$ cat src/rtl/mem_arbiter_pkg.sv
// Shared constants, size/state encodings and helpers for the two-port memory arbiter.
package mem_arbiter_pkg;

  localparam int unsigned BUS_WIDTH       = 32;
  localparam int unsigned MEM_VECTOR_SIZE = 256;

  typedef enum logic [1:0] {
    BYTE      = 2'b00,
    HALF_WORD = 2'b01,
    WORD      = 2'b10
  } mem_size_e;

  typedef enum logic [1:0] {
    IDLE    = 2'b00,
    RESP_IF = 2'b01,
    RESP_LS = 2'b10
  } arb_state_e;

  // Reserved size 11 reports 4 bytes; it is rejected by the alignment/size check anyway.
  function automatic logic [2:0] access_bytes(input logic [1:0] size);
    case (size)
      BYTE:      return 3'd1;
      HALF_WORD: return 3'd2;
      default:   return 3'd4;
    endcase
  endfunction

endpackage

$ cat src/rtl/mem_arbiter_if.sv
// Fetch, load/store and memory-side signals of the arbiter, bundled for port connection.
interface mem_arbiter_if #(
  parameter int unsigned BUS_WIDTH = mem_arbiter_pkg::BUS_WIDTH
);
  logic                 if_req;
  logic [BUS_WIDTH-1:0] if_addr;
  logic                 if_gnt;
  logic                 if_rvalid;
  logic [BUS_WIDTH-1:0] if_rdata;
  logic                 if_err;

  logic                 ls_req;
  logic [BUS_WIDTH-1:0] ls_addr;
  logic [BUS_WIDTH-1:0] ls_wdata;
  logic                 ls_wr_en;
  logic [1:0]           ls_size;
  logic                 ls_sz_ex;
  logic                 ls_gnt;
  logic                 ls_rvalid;
  logic [BUS_WIDTH-1:0] ls_rdata;
  logic                 ls_err;

  logic [BUS_WIDTH-1:0] mem_address;
  logic [BUS_WIDTH-1:0] mem_data_in;
  logic                 mem_wr_en;
  logic [1:0]           mem_size;
  logic                 mem_sz_ex;
  logic [BUS_WIDTH-1:0] mem_data_out;

  modport slave (
    input  if_req, if_addr,
    output if_gnt, if_rvalid, if_rdata, if_err,
    input  ls_req, ls_addr, ls_wdata, ls_wr_en, ls_size, ls_sz_ex,
    output ls_gnt, ls_rvalid, ls_rdata, ls_err,
    output mem_address, mem_data_in, mem_wr_en, mem_size, mem_sz_ex,
    input  mem_data_out
  );

  modport master (
    output if_req, if_addr,
    input  if_gnt, if_rvalid, if_rdata, if_err,
    output ls_req, ls_addr, ls_wdata, ls_wr_en, ls_size, ls_sz_ex,
    input  ls_gnt, ls_rvalid, ls_rdata, ls_err,
    input  mem_address, mem_data_in, mem_wr_en, mem_size, mem_sz_ex,
    output mem_data_out
  );
endinterface

$ cat src/rtl/mem_arbiter_access_check.sv
// Combinational access fault: out of range, misaligned, or reserved size encoding.
module mem_access_check
  import mem_arbiter_pkg::*;
#(
  parameter int unsigned ADDR_WIDTH = 32,
  parameter int unsigned MEM_SIZE   = 256
) (
  input  logic [ADDR_WIDTH-1:0] addr,
  input  logic [1:0]            size,
  output logic                  fault
);

  logic [ADDR_WIDTH:0] end_addr;
  logic                misaligned;

  always_comb begin
    // One extra bit so addresses near the top of the space cannot wrap past the limit.
    end_addr   = {1'b0, addr} + (ADDR_WIDTH+1)'(access_bytes(size));
    misaligned = 1'b0;
    if (size == HALF_WORD) begin
      misaligned = addr[0];
    end else if (size == WORD) begin
      misaligned = |addr[1:0];
    end
    fault = (size == 2'b11) || misaligned || (end_addr > (ADDR_WIDTH+1)'(MEM_SIZE));
  end

endmodule

$ cat src/rtl/mem_arbiter.sv
// Round-robin arbiter sharing one memory port between fetch and load/store, one-cycle response.
module mem_arbiter
  import mem_arbiter_pkg::arb_state_e, mem_arbiter_pkg::IDLE, mem_arbiter_pkg::RESP_IF,
         mem_arbiter_pkg::RESP_LS, mem_arbiter_pkg::WORD;
#(
  parameter int unsigned BUS_WIDTH       = mem_arbiter_pkg::BUS_WIDTH,
  parameter int unsigned MEM_VECTOR_SIZE = mem_arbiter_pkg::MEM_VECTOR_SIZE
) (
  input logic           clk,
  input logic           rst,
  mem_arbiter_if.slave  bus
);

  arb_state_e           state_q, state_d;
  logic                 last_ls_q, last_ls_d;
  logic [BUS_WIDTH-1:0] rdata_q, rdata_d;
  logic                 err_q, err_d;

  logic                 if_gnt, ls_gnt, any_gnt, fault;
  logic                 if_resp, ls_resp;
  logic [BUS_WIDTH-1:0] sel_addr;
  logic [1:0]           sel_size;

  // On contention the requester not granted last wins; last_ls_q resets to 1 so fetch wins first.
  always_comb begin
    if_gnt   = !rst && bus.if_req && (!bus.ls_req || last_ls_q);
    ls_gnt   = !rst && bus.ls_req && (!bus.if_req || !last_ls_q);
    any_gnt  = if_gnt || ls_gnt;
    sel_addr = if_gnt ? bus.if_addr : bus.ls_addr;
    sel_size = if_gnt ? WORD : bus.ls_size;
  end

  mem_access_check #(
    .ADDR_WIDTH (BUS_WIDTH),
    .MEM_SIZE   (MEM_VECTOR_SIZE)
  ) u_access_check (
    .addr  (sel_addr),
    .size  (sel_size),
    .fault (fault)
  );

  always_comb begin
    bus.mem_address = '0;
    bus.mem_data_in = '0;
    bus.mem_wr_en   = 1'b0;
    bus.mem_size    = '0;
    bus.mem_sz_ex   = 1'b0;
    if (if_gnt) begin
      bus.mem_address = bus.if_addr;
      bus.mem_size    = WORD;
    end else if (ls_gnt) begin
      bus.mem_address = bus.ls_addr;
      bus.mem_data_in = bus.ls_wdata;
      bus.mem_wr_en   = bus.ls_wr_en && !fault;
      bus.mem_size    = bus.ls_size;
      bus.mem_sz_ex   = bus.ls_sz_ex;
    end
  end

  // Next state depends only on this cycle's grant, which allows back-to-back grants.
  always_comb begin
    state_d   = IDLE;
    last_ls_d = last_ls_q;
    rdata_d   = '0;
    err_d     = 1'b0;
    if (if_gnt) begin
      state_d   = RESP_IF;
      last_ls_d = 1'b0;
    end else if (ls_gnt) begin
      state_d   = RESP_LS;
      last_ls_d = 1'b1;
    end
    if (any_gnt) begin
      err_d = fault;
      if (!fault && !(ls_gnt && bus.ls_wr_en)) begin
        rdata_d = bus.mem_data_out;
      end
    end
  end

  always_ff @(posedge clk) begin
    if (rst) begin
      state_q   <= IDLE;
      last_ls_q <= 1'b1;
      rdata_q   <= '0;
      err_q     <= 1'b0;
    end else begin
      state_q   <= state_d;
      last_ls_q <= last_ls_d;
      rdata_q   <= rdata_d;
      err_q     <= err_d;
    end
  end

  // Responses are masked while rst is high so a pending one never surfaces.
  always_comb begin
    if_resp       = !rst && (state_q == RESP_IF);
    ls_resp       = !rst && (state_q == RESP_LS);
    bus.if_gnt    = if_gnt;
    bus.ls_gnt    = ls_gnt;
    bus.if_rvalid = if_resp;
    bus.ls_rvalid = ls_resp;
    bus.if_rdata  = if_resp ? rdata_q : '0;
    bus.ls_rdata  = ls_resp ? rdata_q : '0;
    bus.if_err    = if_resp && err_q;
    bus.ls_err    = ls_resp && err_q;
  end

endmodule

$ cat src/flat_wrapper.sv
// flat-port wrapper written by rule: the top's interface ports become plain ports
module mem_arbiter_flat import mem_arbiter_pkg::arb_state_e, mem_arbiter_pkg::IDLE, mem_arbiter_pkg::RESP_IF,
         mem_arbiter_pkg::RESP_LS, mem_arbiter_pkg::WORD;
#(
  parameter int unsigned BUS_WIDTH       = mem_arbiter_pkg::BUS_WIDTH,
  parameter int unsigned MEM_VECTOR_SIZE = mem_arbiter_pkg::MEM_VECTOR_SIZE
)
  (clk, rst, bus_if_req, bus_if_addr, bus_if_gnt, bus_if_rvalid, bus_if_rdata, bus_if_err, bus_ls_req, bus_ls_addr, bus_ls_wdata, bus_ls_wr_en, bus_ls_size, bus_ls_sz_ex, bus_ls_gnt, bus_ls_rvalid, bus_ls_rdata, bus_ls_err, bus_mem_address, bus_mem_data_in, bus_mem_wr_en, bus_mem_size, bus_mem_sz_ex, bus_mem_data_out);
  mem_arbiter_if #(.BUS_WIDTH(BUS_WIDTH)) bus_i ();
  input logic clk;
  input logic rst;
  input wire logic [$bits(bus_i.if_req)-1:0] bus_if_req;
  input wire logic [$bits(bus_i.if_addr)-1:0] bus_if_addr;
  output wire logic [$bits(bus_i.if_gnt)-1:0] bus_if_gnt;
  output wire logic [$bits(bus_i.if_rvalid)-1:0] bus_if_rvalid;
  output wire logic [$bits(bus_i.if_rdata)-1:0] bus_if_rdata;
  output wire logic [$bits(bus_i.if_err)-1:0] bus_if_err;
  input wire logic [$bits(bus_i.ls_req)-1:0] bus_ls_req;
  input wire logic [$bits(bus_i.ls_addr)-1:0] bus_ls_addr;
  input wire logic [$bits(bus_i.ls_wdata)-1:0] bus_ls_wdata;
  input wire logic [$bits(bus_i.ls_wr_en)-1:0] bus_ls_wr_en;
  input wire logic [$bits(bus_i.ls_size)-1:0] bus_ls_size;
  input wire logic [$bits(bus_i.ls_sz_ex)-1:0] bus_ls_sz_ex;
  output wire logic [$bits(bus_i.ls_gnt)-1:0] bus_ls_gnt;
  output wire logic [$bits(bus_i.ls_rvalid)-1:0] bus_ls_rvalid;
  output wire logic [$bits(bus_i.ls_rdata)-1:0] bus_ls_rdata;
  output wire logic [$bits(bus_i.ls_err)-1:0] bus_ls_err;
  output wire logic [$bits(bus_i.mem_address)-1:0] bus_mem_address;
  output wire logic [$bits(bus_i.mem_data_in)-1:0] bus_mem_data_in;
  output wire logic [$bits(bus_i.mem_wr_en)-1:0] bus_mem_wr_en;
  output wire logic [$bits(bus_i.mem_size)-1:0] bus_mem_size;
  output wire logic [$bits(bus_i.mem_sz_ex)-1:0] bus_mem_sz_ex;
  input wire logic [$bits(bus_i.mem_data_out)-1:0] bus_mem_data_out;
  assign bus_i.if_req = bus_if_req;
  assign bus_i.if_addr = bus_if_addr;
  assign bus_if_gnt = bus_i.if_gnt;
  assign bus_if_rvalid = bus_i.if_rvalid;
  assign bus_if_rdata = bus_i.if_rdata;
  assign bus_if_err = bus_i.if_err;
  assign bus_i.ls_req = bus_ls_req;
  assign bus_i.ls_addr = bus_ls_addr;
  assign bus_i.ls_wdata = bus_ls_wdata;
  assign bus_i.ls_wr_en = bus_ls_wr_en;
  assign bus_i.ls_size = bus_ls_size;
  assign bus_i.ls_sz_ex = bus_ls_sz_ex;
  assign bus_ls_gnt = bus_i.ls_gnt;
  assign bus_ls_rvalid = bus_i.ls_rvalid;
  assign bus_ls_rdata = bus_i.ls_rdata;
  assign bus_ls_err = bus_i.ls_err;
  assign bus_mem_address = bus_i.mem_address;
  assign bus_mem_data_in = bus_i.mem_data_in;
  assign bus_mem_wr_en = bus_i.mem_wr_en;
  assign bus_mem_size = bus_i.mem_size;
  assign bus_mem_sz_ex = bus_i.mem_sz_ex;
  assign bus_i.mem_data_out = bus_mem_data_out;
  mem_arbiter #(.BUS_WIDTH(BUS_WIDTH), .MEM_VECTOR_SIZE(MEM_VECTOR_SIZE)) u_core (.clk(clk), .rst(rst), .bus(bus_i));
endmodule
$ cat config.mk
export PLATFORM = sky130hd
export DESIGN_NAME = mem_arbiter_flat
export DESIGN_NICKNAME = d
export VERILOG_FILES = /design/src/rtl/mem_arbiter_pkg.sv /design/src/rtl/mem_arbiter_if.sv /design/src/rtl/mem_arbiter_access_check.sv /design/src/rtl/mem_arbiter.sv /design/src/flat_wrapper.sv
export SDC_FILE = /design/constraint.sdc
export NUM_CORES = 1
export LEC_CHECK = 0
export CAP_MARGIN = 20
export CORE_MARGIN = 8
export CORE_UTILIZATION = 37
export DETAILED_ROUTE_END_ITERATION = 7
export PLACE_DENSITY = 0.83
export SYNTH_ARGS = -nofsm -noshare
export SYNTH_HDL_FRONTEND = slang
export SYNTH_SLANG_ARGS = --single-unit
$ cat constraint.sdc
create_clock -name clk -period 6.6 [get_ports clk]
set_input_delay 0.99 -clock clk [delete_from_list [all_inputs] [get_ports clk]]
set_output_delay 0.99 -clock clk [all_outputs]
set_load 0.03 [all_outputs]
-- Yosys cells after proc, flatten, opt, wreduce, memory -nomap -nowiden
Cells that the tools add are included.
- flip-flop bits (word level): 36
- latch bits: 0
- memory bits (writable): 0
- bits in read-only memories: 0
- input port bits: 136
- output and inout bits: 138
- logic and storage cells: 63
- memories: 0
- $add $sub $neg: 1
- multipliers: 0
- divide/modulo/power cells: 0
- magnitude comparators: 1
- eq/ne operators: 5
- shift operators: 0
- mux-type cells: 21
- bitwise logic cells: 2
- reduce and logical (&&, ||, !) cells: 28
- operators with widths (operator ; number):
    $mux 32 ; 7
    $add 32x3->33 ; 1
    $gt 33x9->1 const B ; 1
    $logic_and 1x1->1 ; 11
    $mux 1 ; 9
    $mux 2 ; 4
    $eq 2x2->1 const B ; 3
    $logic_not 1->1 ; 6
    $pmux 3 s2 ; 1
    $reduce_or 2->1 ; 3
    $logic_or 1x1->1 ; 5
    $eq 2x1->1 const B ; 2
    $reduce_or 3->1 ; 1
    $logic_not 2->1 ; 1
    $not 1->1 ; 2
    $reduce_bool 2->1 ; 1

-- Depth between registers and ports, before layout
- depth after elaboration: 13
- depth in mapped cells: 22
- mapped depth without buffers: 15

-- Hierarchy
A second synthesis with hierarchy kept.
- cell total of the unflattened synthesis: 393
- area, all modules: 3243.1 um2
- modules (own cells, without submodules) (module ; times used ; cells an instance ; area each (um2) ; seq. area each (um2)):
    mem_arbiter ; 1 ; 281 ; 2502.4 ; 720.7
    mem_access_check ; 1 ; 112 ; 740.7 ; 0.0

-- Worst setup path after synthesis
OpenSTA, ideal clock, no wires.
- kind: in2out
- start point: in bus_if_req
- end point: out bus_mem_wr_en
- data arrival time: 5.550 ns
- required time: 5.610 ns
- slack: 0.060 ns
- stages on the path: 22
- buffers on the path: 7
- cell sequence: nor2b_2 buf_6 nand2_4 clkinv_2 buf_8 buf_2 buf_2 buf_1 nand2_1 nand2_1 ha_1 fa_1 a21oi_1 nor3_1 a32oi_1 nor4_1 mux2i_1 nor3_1 or4_1 buf_2 buf_6 nor4_2
- cells in the longest elaborated chain, start to end: 12
- elaborated cells on any way between the ends: 23
- classes of those cells: add/sub: 1; order compare: 1; eq/ne: 3; mux: 7; reduce/logical: 11
- ends and longest elaborated chain (what ; line ; text):
    start, declared ; flat_wrapper.sv:12 ; input wire logic [$bits(bus_i.if_req)-1:0] bus_if_req;
    $logic_and 1x1->1 (*) (2 in series) ; mem_arbiter.sv:26 ; if_gnt = !rst && bus.if_req && (!bus.ls_req || last_ls_q);
    named net bus_if_gnt ; flat_wrapper.sv:14 ; output wire logic [$bits(bus_i.if_gnt)-1:0] bus_if_gnt;
    $mux 2 / $mux 32 (equally long branches) ; mem_arbiter.sv:30, mem_arbiter.sv:29 ;
    $eq 2x1->1 (tied with other cells) ; mem_arbiter_pkg.sv:21, mem_arbiter_access_check.sv:20 ;
    $pmux 3 s2 / $mux 1 (equally long branches) ; mem_arbiter_pkg.sv:21, mem_arbiter_access_check.sv:22 ;
    $add 32x3->33 / $mux 1 (equally long branches) ; mem_arbiter_access_check.sv:18, mem_arbiter_access_check.sv:20 ;
    $gt 33x9->1 / $logic_or 1x1->1 (equally long branches) ; mem_arbiter_access_check.sv:25 ; fault = (size == 2'b11) || misaligned || (end_addr > (ADDR_WIDTH+1)'(MEM_SIZE));
    $logic_or 1x1->1 ; mem_arbiter_access_check.sv:25 ;
    $logic_not 1->1 ; mem_arbiter.sv:54 ; bus.mem_wr_en = bus.ls_wr_en && !fault;
    $logic_and 1x1->1 ; mem_arbiter.sv:54 ;
    $mux 1 ; mem_arbiter.sv:51 ; end else if (ls_gnt) begin
    $mux 1 (*) ; mem_arbiter.sv:48 ; if (if_gnt) begin
    end, declared ; flat_wrapper.sv:30 ; output wire logic [$bits(bus_i.mem_wr_en)-1:0] bus_mem_wr_en;
The timed path passes the listed nets; every way through them passes the cells marked *.

-- Worst setup path in the final report
- start point: in bus_ls_req
- end point: out bus_mem_wr_en
- cells in the longest elaborated chain, start to end: 13
- elaborated cells on any way between the ends: 23
- classes of those cells: add/sub: 1; order compare: 1; eq/ne: 3; mux: 7; reduce/logical: 11
- ends and longest elaborated chain (what ; line ; text):
    start, declared ; flat_wrapper.sv:18 ; input wire logic [$bits(bus_i.ls_req)-1:0] bus_ls_req;
    $logic_not 1->1 ; mem_arbiter.sv:26 ;
    $logic_or 1x1->1 ; mem_arbiter.sv:26 ;
    $logic_and 1x1->1 ; mem_arbiter.sv:26 ;
    $mux 2 / $mux 32 (equally long branches) ; mem_arbiter.sv:30, mem_arbiter.sv:29 ;
    $eq 2x1->1 (tied with other cells) ; mem_arbiter_pkg.sv:21, mem_arbiter_access_check.sv:20 ;
    $pmux 3 s2 / $mux 1 (equally long branches) ; mem_arbiter_pkg.sv:21, mem_arbiter_access_check.sv:22 ;
    $add 32x3->33 / $mux 1 (equally long branches) ; mem_arbiter_access_check.sv:18, mem_arbiter_access_check.sv:20 ;
    $gt 33x9->1 / $logic_or 1x1->1 (equally long branches) ; mem_arbiter_access_check.sv:25 ;
    $logic_or 1x1->1 ; mem_arbiter_access_check.sv:25 ;
    $logic_not 1->1 ; mem_arbiter.sv:54 ;
    $logic_and 1x1->1 ; mem_arbiter.sv:54 ;
    $mux 1 ; mem_arbiter.sv:51 ;
    $mux 1 (*) ; mem_arbiter.sv:48 ;
Every way passes the cells marked *; elsewhere a longest branch is shown, timed or not.

==> run metrics <==
status complete, no violations; Total Neg Setup Slack 0 ps; Vias 5288; pre-CTS WS 231.5 ps; P&R area growth vs syn 71.11%; TritonCTS clock tree done; final hold slack 593.5 ps; Synth cell types 71; largest net degree at the start of global routing 43; clk buf depth 2; Synth Area per Inst 7.280 um^2; EDFF count, synth 0; clock insertion delay at the later pin of the skew report 280 ps; Num Clock Sinks 36; leakage 2.436 nW; post-synthesis sequential area ratio 0.1746; H-tree depth 2; Routed WL per cell 19.46 um; Port Buf Inserts 273; measured slew at the worst slew-check pin 1040 ps; Final Wtd Congestion 0.9424; Top Ports 274; FFs w/ async S/R, synth 0; Num CTS Buffers 5; flops & latches, synth 36; Placed Instance Area 0.006919 mm^2; Syn Std Cell Area 0.004128 mm^2; type of the most critical hold path flop to flop; WL final 18.64 mm; Final Cycle Share 0.9482; TritonRoute pass-1 iters 5; RSZ-0062 raised after global routing no; f_max 159.8 MHz; startpoint types primary input; Peak VDD IR 0.08834 mV; Tot Pwr 0.7427 mW; Max Slew Vio Count 0; grt ovf 0; final setup skew 3.273 ps; most common cell after layout, fill and taps aside clkdlybuf4s50_1; fin cells 958; fin crit period 6258 ps; Pwr Density 105.1 mW/mm^2; core area 0.01089 mm^2; post-route antenna net violation count 0; dpl cells 949; clock slew at reported path FFs 70 ps; fin util 0.6487; Critical Path End Type output pin; Residual DRC 0; width of the chip 121.6 um; Rel. slew slack 0.3067; syn_nets 707; row cnt 38; Initial Util 0.3791; routed vias/inst 5.520; gr usage total 0.2332; first-pass GRT wire length 28.30 mm; total setup buffers inserted after CTS 0; Die Area 0.01479 mm^2; CP Max Fanout 23; cell taking the most area after synthesis dfxtp_1; DP Wirelength 15.44 mm; max_cap viols 0; top cell type's share of synthesized area 0.1746; initial antenna violation count 0; largest cells by area after synthesis dfxtp_1, and2_1, nor4_2; Synth Flop Type dfxtp_1; yosys warns 0; Die Y 121.6 um; critical path class primary input to output pin; worst setup margin 341.8 ps; CP Data Required Time 5610 ps; clk root buf clkbuf_8; Arr. time, crit path 5270 ps; most frequent cells in the layout clkdlybuf4s50_1, and2_1, nand2_1, nand3_1, a21oi_1; Layout Nets 957; Final Cell Area 0.007063 mm^2; Fin. Hold Viols 0; iteration-0 DRC count of the detailed router 356; filler instances 941; Post-Syn Instances 567; final setup vio count 0; share of cells above drive strength 1 0.09169; Diodes inserted 0; vias in the first global route 5240
==> sequential cells by signal (all words and copies together) (netlist names) <==
name and cells:
u_core.rdata_q 32, u_core.state_q 2, u_core.err_q 1, u_core.last_ls_q 1
==> timing repair <==
item	CTS	global route
endpoints found under the hold margin	0	0
gates resized for setup	0	1
hold buffers	0	0
setup endpoints to repair	0	1
==> worst paths after layout <==
| kind | from | end | slack, ps | cells past startpoint |
|---|---|---|---|---|
| worst min register to register | u_core.last_ls_q$_SDFFE_PP1N_ | u_core.last_ls_q$_SDFFE_PP1N_ | 590 | 2 |
| worst max register to register | u_core.last_ls_q$_SDFFE_PP1N_ | u_core.err_q$_SDFF_PP0_ | 2260 | 16 |
| worst min-delay path | u_core.last_ls_q$_SDFFE_PP1N_ | u_core.last_ls_q$_SDFFE_PP1N_ | 590 | 2 |
| worst max-delay path | bus_ls_req | bus_mem_wr_en | 340 | 17 |
==> metal layers <==
metal  global-route usage  part of all wire  up-vias
met5                    0                 0        -
met4              0.05937             0.017        0
met3              0.04350             0.081       28
met2               0.4243              0.51      276
met1               0.2745              0.39     2434
li1                     -                 -     2550
==> where the power goes <==
| group | switching [mW] | total (mW) | internal [mW] |
|---|---|---|---|
| Clock | 0.0784 | 0.190 | 0.112 |
| Sequential | 0.00118 | 0.220 | 0.219 |
| Combinational | 0.179 | 0.333 | 0.153 |
| Total | 0.259 | 0.743 | 0.484 |
==> final cells by class <==
class / instances / area [um^2] / share of cell area
clock buffers: 5 / 68.82 / 0.009743
clock inverters: 3 / 42.54 / 0.006023
inverters: 6 / 23.77 / 0.003366
multi-input cells: 482 / 3187 / 0.4512
flip-flops and latches: 36 / 720.7 / 0.1020
well taps: 140 / 175.2 / 0.02480
repair buffers: 286 / 2845 / 0.4028
==> synth_stat cells, drive strengths merged, types with 5 or more instances <==
cell	n
a211oi	6
a21oi	38
and2	104
and3	7
buf	22
clkbuf	21
dfxtp	36
inv	5
mux2i	15
nand2	59
nand3	50
nand4	16
nor2	37
nor3	13
nor3b	5
nor4	43
o21ai	10
o22ai	6
xnor2	7
xor2	5
==> kinds of logic (layout without fill, tap and decap cells) <==
| logic type | count (synthesis) | in the layout | synth area share |
|---|---|---|---|
| xor+xnor | 12 | 12 | 0.02546 |
| simple gates | 358 | 358 | 0.5371 |
| fa+ha+maj | 4 | 4 | 0.01394 |
| mux | 17 | 17 | 0.04183 |
| flops | 36 | 36 | 0.1746 |
| compound gates | 91 | 91 | 0.1476 |
| buf+inv | 49 | 300 | 0.05941 |
==> worst max-delay path, stage by stage <==
cell and delay, ps:
clkdlybuf4s50_1 600, nand2b_1 150, nand2_4 250, clkinv_2 130, nand2_1 100, nand2_1 60, ha_1 220, fa_1 410
a21oi_1 270, nor3_1 100, a32oi_2 390, nor4_1 150, mux2i_1 190, nor3_1 60, or4_2 690, nor4_2 280
buf_4 210
Power figures use the tool's default switching activity.
==> patch, RTL diff (config.mk and constraints unchanged) <==
Change the package constant `BUS_WIDTH` from 32 to 40.
--- a/src/rtl/mem_arbiter_pkg.sv
+++ b/src/rtl/mem_arbiter_pkg.sv
@@ -2,5 +2,5 @@
 package mem_arbiter_pkg;
 
-  localparam int unsigned BUS_WIDTH       = 32;
+  localparam int unsigned BUS_WIDTH       = 40;
   localparam int unsigned MEM_VECTOR_SIZE = 256;
 
Interface: changed (8 resized); port bits go from 274 to 338. The function was not compared with the original's and may differ.
==> patch against the unedited design <==
- sequential power increased by 22%
- routed wire length increased by 29%
- critical path type unchanged
- setup slack improved by 0.24 ns
- sequential share of layout area increased by 0.12 points
- largest cell class unchanged
- critical endpoint unchanged
- sequential cell count increased by 8
- die area increased by 14%
- synthesized area increased by 16%
- cell area increased by 21%
- first-iteration DRC count increased by 45%
- power increased by 28%
==> patch: results (changes against the unedited design) <==
Outcome -> completed (unchanged)
M3 GR Usage -> 4.53% (was 4.35%)
# placed instances -> 1146 (was 949)
All-Layer GR Usage -> 26.6% (was 23.3%)
Clk Latency, worst-skew pair -> 0.28 ns (about the same)
Vias per cell -> 5.48 (was 5.52)
Initial antenna violation count -> 0 (unchanged)
Ys Warns -> 0 (unchanged)
H-tree level count -> 2 (unchanged)
Slowest cell on the critical path -> clkdlybuf4s50_1 (was or4_2)
Hold-critical path depth -> 2 (unchanged)
Synthesized area per cell -> 7.17 um2 (was 7.28 um2)
Hold WC Path Type -> reg2reg (unchanged)
Post-synthesis compound-gate area fraction -> 16.6% (was 14.8%)
DR WL/cell -> 20.8 um (was 19.5 um)
CTS resizes -> 0 (unchanged)
Final Skew -> 0.00652 ns (was 0.00327 ns)
Clk pin slew, worst setup/hold paths -> 0.06 ns
R2r worst-path depth -> 16 (unchanged)
Drt pass-1 iters -> 6 (was 5)
Mux cell area share after synthesis -> 7.50% (was 4.18%)
Max incr delay on CP -> 0.57 ns (was 0.69 ns)
Vias -> 6324 (was 5288)
# port buffers -> 337 (was 273)
First-pass GRT wire length -> 35200 um (was 28300 um)
Sequential fraction of the synthesis area -> 18.3% (was 17.5%)
XOR/XNOR share of the synthesized area -> 3.28% (was 2.55%)
Clock root cell -> clkbuf_16 (was clkbuf_8)
Actual slew at the worst max-slew pin -> 0.902 ns (was 1.04 ns)
Static leakage -> 0.00340 uW (was 0.00244 uW)
Post-CTS setup buffer count -> 0 (unchanged)
GPL Wtd Cong -> 0.930 (was 0.942)
GR Util met1 -> 31.3% (was 27.4%)
Distinct cells, synth -> 72 (was 71)
Share of cells above drive strength 1 -> 9.36% (was 9.17%)
Hold Buf Count CTS -> 0 (unchanged)
Largest net degree at the start of global routing -> 63 (was 43)
Inserted Diodes -> 0 (unchanged)
Post-synth top cells -> 130 x and2_1, 66 x nand2_1, 56 x and3_1, 44 x dfxtp_1, 40 x nor2_1 (was 104 x and2_1, 58 x nand2_1, 50 x nand3_1, 37 x a21oi_1, 37 x nor2_1)
Nets -> 1154 (was 957)
CP Max Fanout -> 6 (was 23)
Worst vdd ir -> 0.0776 mV (was 0.0883 mV)
Vias in the first global route -> 6221 (was 5240)
Top Registers -> u_core.rdata_q (40), u_core.state_q (2) (was u_core.rdata_q (32), u_core.state_q (2))
Iter 0 DRT Violations -> 516 (was 356)
Global-route track usage on met2 -> 48.5% (was 42.4%)
Syn nets -> 842 (was 707)
Clk buf depth -> 2 (unchanged)
Post-synth ARST share -> 0% (unchanged)
Post-Synth Adder-Cell Area -> 1.20% (was 1.39%)
Post-DP HPWL -> 20000 um (was 15400 um)
Top post-synthesis cells by area -> dfxtp_1 18%, and2_1 17%, and3_1 7.3% (was dfxtp_1 17%, and2_1 16%, nor4_2 9.7%)
Clock buffer count from CTS -> 5 (unchanged)
Critical path data arrival time -> 5.03 ns (was 5.27 ns)
Most used DFF post-synth -> dfxtp_1 (unchanged)
Top delay family on crit path -> simple AND/OR/NAND/NOR gates (unchanged)
Fillers -> 1088 (was 941)
[patch: cell count changes after synthesis, sizes merged, moves of 5 or more]
cell   change
o21ai     +16
nand3     -30
mux2i     +12
and4       +5
nand4      +5
nor3       -5
dfxtp      +8
nor4      -34
nand2      +7
xor2       +5
and2      +26
and3      +50
mux2       +6
[patch: routing by layer]
metal | vias to the layer above | share of wire, %
met5 | - | 0
met2 | 339 | 49
met1 | 2917 | 40
met4 | 0 | 2.0
met3 | 38 | 9.3
li1 | 3030 | -
[patch: area by class of cell]
type / count / area (um2) / area share, %
clock buffer: 5 / 125 / 1.47
sequential: 44 / 881 / 10.3
tap: 172 / 215 / 2.52
clock inverter: 3 / 46.3 / 0.543
timing repair buffer: 351 / 3550 / 41.6
multi-input combinational: 574 / 3690 / 43.2
inverter: 6 / 22.5 / 0.264
[patch: where the power goes]
group | internal, uW | switching [uW]
Sequential | 267 | 0.902
Clock | 180 | 101
Combinational | 193 | 210
Total | 639 | 313
[patch: worst reg2reg max path: stages (launching register included)]
cell and delay [ns]:
dfxtp_1 0.33, nand2b_1 0.17, nand2_1 0.21, nand2b_1 0.16
nor2_1 0.13, ha_1 0.20, fa_1 0.24, a21oi_1 0.15
a2111oi_2 0.41, a21o_1 0.32, nand4_1 0.13, a2111o_1 0.41
a211oi_2 0.24, nand4_2 0.15, nor3_4 0.13, buf_4 0.35
and3_1 0.26
[patch: worst paths after layout]
path                                        from                end  slack, ns
worst max-delay path                         rst      bus_mem_wr_en       0.58
worst min-delay path            u_core.last_ls_q   u_core.last_ls_q       0.55
worst max register to register  u_core.last_ls_q  u_core.rdata_q[8]       2.57
worst min register to register  u_core.last_ls_q   u_core.last_ls_q       0.55
[patch: logic make-up (layout without fill, tap and decap cells)]
| family | after synthesis | in the layout |
|---|---|---|
| muxes | 35 | 35 |
| buffers and inverters | 52 | 365 |
| and+or+nand+nor | 396 | 396 |
| xor gates and xnor gates | 18 | 18 |
| adders and majority gates | 4 | 4 |
| AOI/OAI and AO/OA | 121 | 121 |
| DFF | 44 | 44 |
[patch: per-stage QoR]
step | hold WS [ns] | instance area (um2) | setup slack, ns
final | 0.550 | 8530 | 0.578
after global placement | 0.533 | 8330 | 0.770
after global routing | 0.590 | 8530 | 0.279
after floorplan | 0.490 | 4810 | 0.223
after detailed placement | 0.521 | 8330 | 0.619
after CTS | 0.548 | 8500 | 0.607
